[src/rtl/video_pattern_generator.sv]
// Video test-pattern generator: solid fill, colour bars, ramp, checkerboard and bouncing box.
// Pixel colour and timing strobes share a fixed two-stage pipeline, so the colour stays aligned with its strobes.
module video_pattern_generator #(
    parameter int COLOR_DEPTH = 8,
    parameter int H_WIDTH     = 12,
    parameter int V_WIDTH     = 11,
    parameter int NUM_BARS    = 8
) (
    input  logic                   pixelClock,
    input  logic                   reset,
    input  logic                   dataEnable,
    input  logic                   hSync,
    input  logic                   vSync,
    input  logic                   activeVideoGuardBand,
    input  logic                   activeVideoPreamble,
    input  logic [H_WIDTH-1:0]     hPos,
    input  logic [V_WIDTH-1:0]     vPos,
    input  logic [H_WIDTH-1:0]     hActive,
    input  logic [V_WIDTH-1:0]     vActive,
    input  logic [2:0]             mode,
    input  logic [H_WIDTH-1:0]     barWidth,
    input  logic [3:0]             rampShift,
    input  logic [3:0]             checkerShift,
    input  logic [H_WIDTH-1:0]     boxSize,
    input  logic [COLOR_DEPTH-1:0] solidR,
    input  logic [COLOR_DEPTH-1:0] solidG,
    input  logic [COLOR_DEPTH-1:0] solidB,
    output logic [COLOR_DEPTH-1:0] r,
    output logic [COLOR_DEPTH-1:0] g,
    output logic [COLOR_DEPTH-1:0] b,
    output logic                   dataEnableDelayed,
    output logic                   hSyncDelayed,
    output logic                   vSyncDelayed,
    output logic                   activeVideoGuardBandDelayed,
    output logic                   activeVideoPreambleDelayed,
    output logic [15:0]            frameCount
);

    localparam int CW = ((H_WIDTH > V_WIDTH) ? H_WIDTH : V_WIDTH) + 1;
    localparam logic [2:0] LAST_BAR = 3'(NUM_BARS - 1);
    localparam logic [COLOR_DEPTH-1:0] FULL = '1;

    typedef enum logic [2:0] {
        MODE_SOLID   = 3'd0,
        MODE_BARS    = 3'd1,
        MODE_RAMP    = 3'd2,
        MODE_CHECKER = 3'd3,
        MODE_BOX     = 3'd4
    } pattern_mode_t;

    typedef struct packed {
        logic [CW-1:0] pos;
        logic          neg;
    } axis_t;

    // One box step per frame: bounce off an edge by flipping direction while holding position.
    function automatic axis_t step_axis(input logic [CW-1:0] pos, input logic neg,
                                        input logic [CW-1:0] size, input logic [CW-1:0] limit);
        axis_t res;
        res.pos = pos;
        res.neg = neg;
        if (size >= limit) begin
            res.pos = '0;
        end else if (!neg) begin
            if (pos + CW'(1) + size > limit) res.neg = 1'b1;
            else                             res.pos = pos + CW'(1);
        end else begin
            if (pos == '0) res.neg = 1'b0;
            else           res.pos = pos - CW'(1);
        end
        return res;
    endfunction

    function automatic logic [2:0] bar_rgb(input logic [2:0] idx);
        case (idx)
            3'd0:    return 3'b111;
            3'd1:    return 3'b110;
            3'd2:    return 3'b011;
            3'd3:    return 3'b010;
            3'd4:    return 3'b101;
            3'd5:    return 3'b100;
            3'd6:    return 3'b001;
            default: return 3'b000;
        endcase
    endfunction

    logic                   prev_vsync, prev_de;
    pattern_mode_t          cfg_mode;
    logic [H_WIDTH-1:0]     cfg_bar_width, cfg_box_size;
    logic [3:0]             cfg_ramp_shift, cfg_checker_shift;
    logic [COLOR_DEPTH-1:0] cfg_r, cfg_g, cfg_b;
    logic [CW-1:0]          box_x, box_y;
    logic                   dir_x_neg, dir_y_neg;
    logic [H_WIDTH-1:0]     pix_cnt;
    logic [2:0]             bar_idx;

    logic                   frame_start, de_rise, bar_last, h_bit, v_bit, in_box;
    logic [H_WIDTH-1:0]     cur_pix, eff_width;
    logic [2:0]             cur_bar, bar_bits;
    axis_t                  next_x, next_y;
    logic [CW-1:0]          hx, vy;
    logic [COLOR_DEPTH-1:0] pix_r, pix_g, pix_b;

    logic                   s1_de, s1_hs, s1_vs, s1_gb, s1_pre;
    logic [COLOR_DEPTH-1:0] s1_r, s1_g, s1_b;

    assign frame_start = vSync & ~prev_vsync;
    assign de_rise     = dataEnable & ~prev_de;
    assign cur_pix     = de_rise ? '0 : pix_cnt;
    assign cur_bar     = de_rise ? '0 : bar_idx;
    assign eff_width   = (cfg_bar_width == '0) ? H_WIDTH'(1) : cfg_bar_width;
    assign bar_last    = (cur_pix == eff_width - H_WIDTH'(1));
    assign bar_bits    = bar_rgb(cur_bar);
    assign h_bit       = |(hPos & (H_WIDTH'(1) << cfg_checker_shift));
    assign v_bit       = |(vPos & (V_WIDTH'(1) << cfg_checker_shift));
    assign hx          = CW'(hPos);
    assign vy          = CW'(vPos);
    assign in_box      = (hx >= box_x) && (hx < box_x + CW'(cfg_box_size)) &&
                         (vy >= box_y) && (vy < box_y + CW'(cfg_box_size));
    assign next_x      = step_axis(box_x, dir_x_neg, CW'(boxSize), CW'(hActive));
    assign next_y      = step_axis(box_y, dir_y_neg, CW'(boxSize), CW'(vActive));

    // NOTE: every always_comb output gets a default first, so no path can infer a latch.
    always_comb begin
        pix_r = '0;
        pix_g = '0;
        pix_b = '0;
        if (dataEnable) begin
            case (cfg_mode)
                MODE_SOLID: begin
                    pix_r = cfg_r;
                    pix_g = cfg_g;
                    pix_b = cfg_b;
                end
                MODE_BARS: begin
                    pix_r = {COLOR_DEPTH{bar_bits[2]}};
                    pix_g = {COLOR_DEPTH{bar_bits[1]}};
                    pix_b = {COLOR_DEPTH{bar_bits[0]}};
                end
                MODE_RAMP: begin
                    pix_r = COLOR_DEPTH'(hPos >> cfg_ramp_shift);
                    pix_g = COLOR_DEPTH'(hPos >> cfg_ramp_shift);
                    pix_b = COLOR_DEPTH'(hPos >> cfg_ramp_shift);
                end
                MODE_CHECKER: begin
                    if (h_bit ^ v_bit) begin
                        pix_r = FULL;
                        pix_g = FULL;
                        pix_b = FULL;
                    end
                end
                MODE_BOX: begin
                    pix_b = FULL;
                    if (in_box) begin
                        pix_r = FULL;
                        pix_g = FULL;
                    end
                end
                default: ;
            endcase
        end
    end

    // NOTE: sequential state uses non-blocking assignments so every register samples pre-edge values.
    always_ff @(posedge pixelClock or negedge reset) begin
        if (!reset) begin
            prev_vsync        <= 1'b0;
            cfg_mode          <= MODE_SOLID;
            cfg_bar_width     <= '0;
            cfg_box_size      <= '0;
            cfg_ramp_shift    <= '0;
            cfg_checker_shift <= '0;
            cfg_r             <= '0;
            cfg_g             <= '0;
            cfg_b             <= '0;
            box_x             <= '0;
            box_y             <= '0;
            dir_x_neg         <= 1'b0;
            dir_y_neg         <= 1'b0;
            frameCount        <= '0;
        end else begin
            prev_vsync <= vSync;
            if (frame_start) begin
                cfg_mode          <= pattern_mode_t'(mode);
                cfg_bar_width     <= barWidth;
                cfg_box_size      <= boxSize;
                cfg_ramp_shift    <= rampShift;
                cfg_checker_shift <= checkerShift;
                cfg_r             <= solidR;
                cfg_g             <= solidG;
                cfg_b             <= solidB;
                box_x             <= next_x.pos;
                dir_x_neg         <= next_x.neg;
                box_y             <= next_y.pos;
                dir_y_neg         <= next_y.neg;
                frameCount        <= frameCount + 16'd1;
            end
        end
    end

    always_ff @(posedge pixelClock or negedge reset) begin
        if (!reset) begin
            prev_de <= 1'b0;
            pix_cnt <= '0;
            bar_idx <= '0;
        end else begin
            prev_de <= dataEnable;
            if (dataEnable) begin
                if (bar_last) begin
                    pix_cnt <= '0;
                    bar_idx <= (cur_bar == LAST_BAR) ? cur_bar : cur_bar + 3'd1;
                end else begin
                    pix_cnt <= cur_pix + H_WIDTH'(1);
                    bar_idx <= cur_bar;
                end
            end
        end
    end

    // NOTE: pipeline registers are cleared by the async reset so no stale pixel appears after release.
    always_ff @(posedge pixelClock or negedge reset) begin
        if (!reset) begin
            s1_de                       <= 1'b0;
            s1_hs                       <= 1'b0;
            s1_vs                       <= 1'b0;
            s1_gb                       <= 1'b0;
            s1_pre                      <= 1'b0;
            s1_r                        <= '0;
            s1_g                        <= '0;
            s1_b                        <= '0;
            dataEnableDelayed           <= 1'b0;
            hSyncDelayed                <= 1'b0;
            vSyncDelayed                <= 1'b0;
            activeVideoGuardBandDelayed <= 1'b0;
            activeVideoPreambleDelayed  <= 1'b0;
            r                           <= '0;
            g                           <= '0;
            b                           <= '0;
        end else begin
            s1_de                       <= dataEnable;
            s1_hs                       <= hSync;
            s1_vs                       <= vSync;
            s1_gb                       <= activeVideoGuardBand;
            s1_pre                      <= activeVideoPreamble;
            s1_r                        <= pix_r;
            s1_g                        <= pix_g;
            s1_b                        <= pix_b;
            dataEnableDelayed           <= s1_de;
            hSyncDelayed                <= s1_hs;
            vSyncDelayed                <= s1_vs;
            activeVideoGuardBandDelayed <= s1_gb;
            activeVideoPreambleDelayed  <= s1_pre;
            r                           <= s1_r;
            g                           <= s1_g;
            b                           <= s1_b;
        end
    end

endmodule
[config.mk]
export PLATFORM = sky130hd
export DESIGN_NAME = video_pattern_generator
export DESIGN_NICKNAME = d
export VERILOG_FILES = /design/src/rtl/video_pattern_generator.sv
export SDC_FILE = /design/constraint.sdc
export NUM_CORES = 1
export LEC_CHECK = 0
export CAP_MARGIN = 0
export CORE_MARGIN = 8
export CORE_UTILIZATION = 40
export DETAILED_ROUTE_END_ITERATION = 6
export PLACE_DENSITY_LB_ADDON = 0.12
export SYNTH_ARGS = -nofsm -noshare
export SYNTH_HDL_FRONTEND = slang
export SYNTH_SLANG_ARGS = --single-unit
[constraint.sdc]
create_clock -name pixelClock -period 5.3 [get_ports pixelClock]
set_input_delay 0.795 -clock pixelClock [delete_from_list [all_inputs] [get_ports pixelClock]]
set_output_delay 0.795 -clock pixelClock [all_outputs]
set_load 0.01 [all_outputs]
; ---- Word level (Yosys, flattened, before mapping)
; Index checks and enable logic that the tools add are counted.
[totals]
in_bits = 112
elab_cells = 120
regBits = 176
output_inout_bits = 45
[op_classes]
muxes = 27
reduce_logical = 14
n_eq_ne = 16
shifts = 3
bitwise_logic = 9
order_cmp = 8
addsub = 12
[op_table]
columns = op, n
row1 = $pmux W8 S5, 3
row2 = $mux W13, 6
row3 = $add A13 B12 Y13, 4
row4 = $mux W8, 5
row5 = $mux W12, 3
row6 = $mux W14, 2
row7 = $add A13 B1 Y13 const B, 2
row8 = $logic_not A13 Y1, 2
row9 = $sub A13 B1 Y13 const B, 2
row10 = $pmux W3 S7, 1
row11 = $add A16 B1 Y16 const B, 1
row12 = $eq A3 B3 Y1 const B, 5
row13 = $ge A11 B13 Y1, 1
row14 = $ge A12 B13 Y1, 1
row15 = $gt A13 B11 Y1, 1
row16 = $gt A13 B12 Y1, 1
row17 = $lt A11 B13 Y1, 1
row18 = $lt A12 B13 Y1, 1
row19 = $add A12 B1 Y12 const B, 1
row20 = $and A12 B12 Y12, 1
row21 = $eq A12 B12 Y1, 1
row22 = $eq A3 B2 Y1 const B, 4
row23 = $ge A12 B11 Y1, 1
row24 = $ge A12 B12 Y1, 1
row25 = 20 further kinds, 38

; ---- Depth between registers and ports, before layout
[logic_depth]
depth_word = 8
ltp_mapped = 22
ltp_nobuf = 21

; ---- Least setup slack after synthesis
; OpenSTA, ideal clock, no wires.
[synth_timing]
path_kind = register to register
from = reg box_y[0]
to = reg box_y[4]
n_path_buf = 0
t_arrival_ns = 4.614
setup_ns = 0.126
path_slack_ns = 0.560
required_time_ns = 5.174
path_stages_with_launch = 21
synth_period_minus_slack_ns = 4.740
path_cell_list = dfrtp_1 ha_1 nand4_2 or2_2 xnor2_1 ha_1 or3_1 o21ai_0 a21oi_1 a21oi_1 o21bai_1 a21oi_1 xnor2_1 ha_1 a2111oi_0 o21ai_0 o311ai_0 nor2_1 a21o_1 a21o_1 a221o_1
[synth_between]
elab_chain_len = 5
word_cells_on_any_way = 12
cone_classes = add/sub: 3 / order compare: 1 / eq/ne: 2 / mux: 4 / reduce/logical: 2
[synth_lines]
columns = item, line_no
row1 = "start, declared", 92  ; logic [CW-1:0] box_x, box_y;
row2 = "start signal, assigned", 194  ; box_y <= next_y.pos;
row3 = $add A13 B1 Y13, "65, 66"
row4 = $add A13 B12 Y13, 65  ; if (pos + CW'(1) + size > limit) res.neg = 1'b1;
row5 = $gt A13 B11 Y1, 65
row6 = $ne A3 B3 Y1 (no source line), -
row7 = $reduce_and A3 Y1 (no source line), -
; Several ways; a longest one is shown, not always the timed one. The select of a mux whose other input is x is not followed.
; A chain may end at the register's enable or synchronous reset.

; ---- Final worst setup path
[layout_timing]
from = reg box_x[1]
to = reg box_x[10]
[layout_between]
elab_chain_len = 5
word_cells_on_any_way = 12
cone_classes = add/sub: 3 / order compare: 1 / eq/ne: 2 / mux: 4 / reduce/logical: 2
[layout_lines]
columns = item, line_no
row1 = "start, declared", 92
row2 = "start signal, assigned", 192  ; box_x <= next_x.pos;
row3 = $add A13 B1 Y13, "65, 66"
row4 = $add A13 B12 Y13, 65
row5 = $gt A13 B12 Y1, 65
row6 = $ne A3 B3 Y1 (no source line), -
row7 = $reduce_and A3 Y1 (no source line), -
; Several ways; a longest one is shown, not always the timed one. The select of a mux whose other input is x is not followed.

==> metrics.yaml <==
pwr:
  switching_share_pct: 41.9
  clockPowerShare_pct: 20.4
  total_leakage_power_nw: 7.25
  seqPwrFrac_pct: 30.2
  power_density_nw_per_um2: 389
  power_w: 0.00625
  pwr-share-comb_pct: 49.4
  ir_drop_mv: 0.253
  p_sw_w: 0.00262
  p_int_w: 0.00363
clocking:
  clock_sinks: 176
  cts_tree: "yes"
  cts_buffers: 17
  ctsHoldBuffers: 0
  clockBufferDepth: 2
  root_buffer: "clkbuf_16"
  cts_setup_buffers: 0
  clk_latency_ns: 0.44
  htree_levels: 4
  ctsResizeCount: 0
  clk_pin_slew_ns: 0.08
worst_setup_path:
  worstSetupPathType: "flip-flop to flip-flop"
  worstPathArrival_ns: 5.41
  crit_top_cell: "nand3_1"
  critPathTopFamily: "simple AND/OR/NAND/NOR gates"
  start_kind: "flip-flop"
  r2r-start: "box_x[1]$_DFFE_PN0P_"
  crit_path_cell_trace: "inv_1 -> buf_4 -> nor3_1 -> nand3_1 -> nor2_1 -> xnor2_1 -> ha_1 -> nand3_1 -> nand2_1 -> a41o_1 -> o41a_1 -> xor2_1 -> ha_1 -> nand3_1 -> nor4_1 -> a31oi_1 -> or4_1 -> o311a_2 -> or4_1 -> o211ai_1"
  worstPathMaxFanout: 15
  path_buf_inv: 2
  cp_slowest_stage_delay_ns: 0.54
  r2r_setup_slack_ns: 0.26
  reg2reg_to: "box_x[10]$_DFFE_PN0P_"
  reg2regPathDepth: 20
  cp-end-kind: "flip-flop"
  required_ns: 5.67
  slowest_stage: "or4_1"
cells_and_area:
  fill_cells: 3176
  drive_above_1_share_pct: 7.07
  final_util_pct: 49.4
  antenna-diode-count: 0
  multi_input_area_um2: 8210
  seqCellArea_um2: 4410
  area.growth.synth_to_final_pct: 21.7
  stdcell_count: 2153
  final_common_cell: "nand2_1"
  layout.cells.most_common_list: "nand2_1 (256), dfrtp_1 (174), clkdlybuf4s50_1 (155)"
  final_nets: 1960
logic_synthesis:
  synth-simple-area-share_pct: 19.8
  synth_compound_area_share_pct: 19.1
  synth.cell_area_um2: 13200
  synth-adder-area-share_pct: 14.4
  synth_area_leaders: "dfrtp_1 (33%), ha_1 (14%), nand2_1 (7.3%)"
  synth_top_area_cell: "dfrtp_1"
  postSynthCellCount: 1540
  synth_edf_count: 0
  yosysUniqueCellTypes: 79
  synth_top_family_by_area: "simple AND/OR/NAND/NOR gates"
  muxShareOfSynthArea_pct: 2.49
  synth-main-ff-cell: "dfrtp_1"
  synth_area_per_cell_um2: 8.57
  async_reset_ff_share_pct: 100
  synth-seq-cells: 176
  yosys.area_share.xor_xnor_pct: 5.97
  synth_top_area_share_pct: 33.4
  yosys_warnings: 0
  ys_seq_area_share_pct: 33.4
  synth_nets: 1802
timing:
  setup_ws_ns: 0.262
  hold_ws_ns: 0.309
  fin_worst_skew_ns: 0.0143
  post-route-min-period_ns: 5.04
  rsz0062_at_grt: "no"
  finalSetupViolCount: 0
  finalHoldViolations: 0
  slew_headroom_pct: 21.1
  finalCritPeriodShare_pct: 95.1
  fmax_mhz: 199
  slew_violations: 0
  worst_slew_pin_slew_ns: 1.18
routing:
  vias_per_cell: 5.52
  ant_nets: 0
  drcViolationCount: 0
  vias: 11900
  wirelength_um: 39300
  drt_first_pass_iters: 7
  first_iter_violations: 710
  wl_per_cell_um: 18.2
placement:
  port_buffers: 156
  dp_cells: 2121
  dpl.hpwl_um: 30500
  place_ws_ns: -0.272
  gp_routability_congestion: 0.869
floorplan:
  die-area_um2: 39100
  die_x_um: 198
  row_count: 66
  initial_core_util_pct: 40.6
  ios: 157
  core_area_um2: 32500
  die_h_um: 198
min_path:
  hold_class: "input port to async pin"
global_route:
  grt_overflow: 0
  antenna_found_initial: 1
  grtUsageTotal_pct: 20.1
  grt_pass1_vias: 11800
  grt_pass1_wl_um: 63200
  grt_max_degree: 119
run:
  maxCapViolations: 0
status:
  outcome: "completed"
==> flip-flops by register name, indices dropped and copies added, names as in the netlist, 3 cells and up <==
name	count
cfg_mode	3
b	8
cfg_bar_width	12
cfg_r	8
box_y	13
frameCount	16
cfg_checker_shift	4
pix_cnt	12
box_x	13
cfg_b	8
cfg_ramp_shift	4
g	8
s1_b	8
bar_idx	3
s1_r	8
r	8
cfg_box_size	12
cfg_g	8
s1_g	8
==> worst max-delay path by stage <==
stage | from | to | slack (ns) | depth (start not counted)
after global routing | box_x[1]$_DFFE_PN0P_ | box_x[10]$_DFFE_PN0P_ | 0.0001 | 22
after CTS | box_y[3]$_DFFE_PN0P_ | box_y[9]$_DFFE_PN0P_ | 0.15 | 20
after detailed placement | boxSize[0] | box_y[4]$_DFFE_PN0P_ | -0.27 | 21
after global placement | boxSize[1] | box_x[5]$_DFFE_PN0P_ | -0.11 | 18
final | box_x[1]$_DFFE_PN0P_ | box_x[10]$_DFFE_PN0P_ | 0.26 | 20
after floorplan | box_y[0]$_DFFE_PN0P_ | box_y[4]$_DFFE_PN0P_ | 0.56 | 20
==> cells by family after synthesis <==
| kind of cell | count (synthesis) |
|---|---|
| adders and majority gates | 150 |
| buffers and inverters | 163 |
| AOI/OAI and AO/OA | 379 |
| and+or+nand+nor | 556 |
| DFF | 176 |
| xor gates and xnor gates | 90 |
| muxes | 26 |
==> Yosys cell counts, types with 4 or more instances <==
| master | instances |
|---|---|
| or3_1 | 7 |
| a211o_1 | 7 |
| o21ai_0 | 66 |
| a41oi_1 | 7 |
| mux4_2 | 5 |
| o21a_1 | 18 |
| nor2b_1 | 21 |
| a31oi_1 | 10 |
| a21oi_1 | 108 |
| nor4_1 | 15 |
| a22o_1 | 4 |
| a211oi_1 | 8 |
| xor2_1 | 27 |
| a21boi_0 | 4 |
| nand2b_1 | 19 |
| o221ai_1 | 5 |
| dfrtp_1 | 176 |
| o211ai_1 | 20 |
| a221o_1 | 6 |
| o2111ai_1 | 7 |
| clkbuf_1 | 52 |
| xnor2_1 | 63 |
| mux2_2 | 5 |
| nor2_1 | 80 |
| o21bai_1 | 6 |
| and3_1 | 12 |
| o22ai_1 | 15 |
| and2_1 | 10 |
| and4_1 | 6 |
| nand4_1 | 18 |
| nor3_1 | 26 |
| inv_1 | 95 |
| ha_1 | 146 |
| a21o_1 | 21 |
| mux2i_1 | 16 |
| buf_2 | 10 |
| o31ai_1 | 9 |
| a2111oi_0 | 20 |
| nand2_1 | 256 |
| or2_2 | 8 |
| nand3_1 | 50 |
| fa_1 | 4 |
| or4_1 | 13 |
==> power groups by stage <==
stage | sequential [W] | combinational [W] | clock (W)
after global routing | 0.00193 | 0.00349 | 0.00136
after global placement | 0.00190 | 0.00300 | 0
after floorplan | 0.00176 | 0.00218 | 0
after detailed placement | 0.00191 | 0.00306 | 0
after CTS | 0.00188 | 0.00308 | 0.00131
final | 0.00189 | 0.00308 | 0.00128
==> area by class of cell <==
cell class / count / share of cell area (%)
clock buffers: 17 / 2.65
clock inverters: 15 / 1.06
inverters: 96 / 2.24
multi-input cells: 1201 / 51.1
flip-flops and latches: 176 / 27.4
well taps: 442 / 3.44
repair buffers: 206 / 12.1
==> routing by layer <==
| metal | vias up | global-route usage [%] | share of wire [%] |
|---|---|---|---|
| met5 | - | 0 | 0.031 |
| met4 | 2 | 5.97 | 1.9 |
| met3 | 39 | 2.80 | 3.9 |
| li1 | 5860 | - | - |
| met1 | 5700 | 25.9 | 45 |
| met2 | 280 | 34.7 | 49 |
==> metrics by stage <==
stage / instance area, µm² / setup TNS, ns
floorplan: 13200 / 0
global placement: 15400 / -0.931
detailed placement: 15400 / -3.75
CTS: 16000 / 0
global route: 16100 / 0
finish: 16100 / 0
Power figures use the tool's default switching activity.
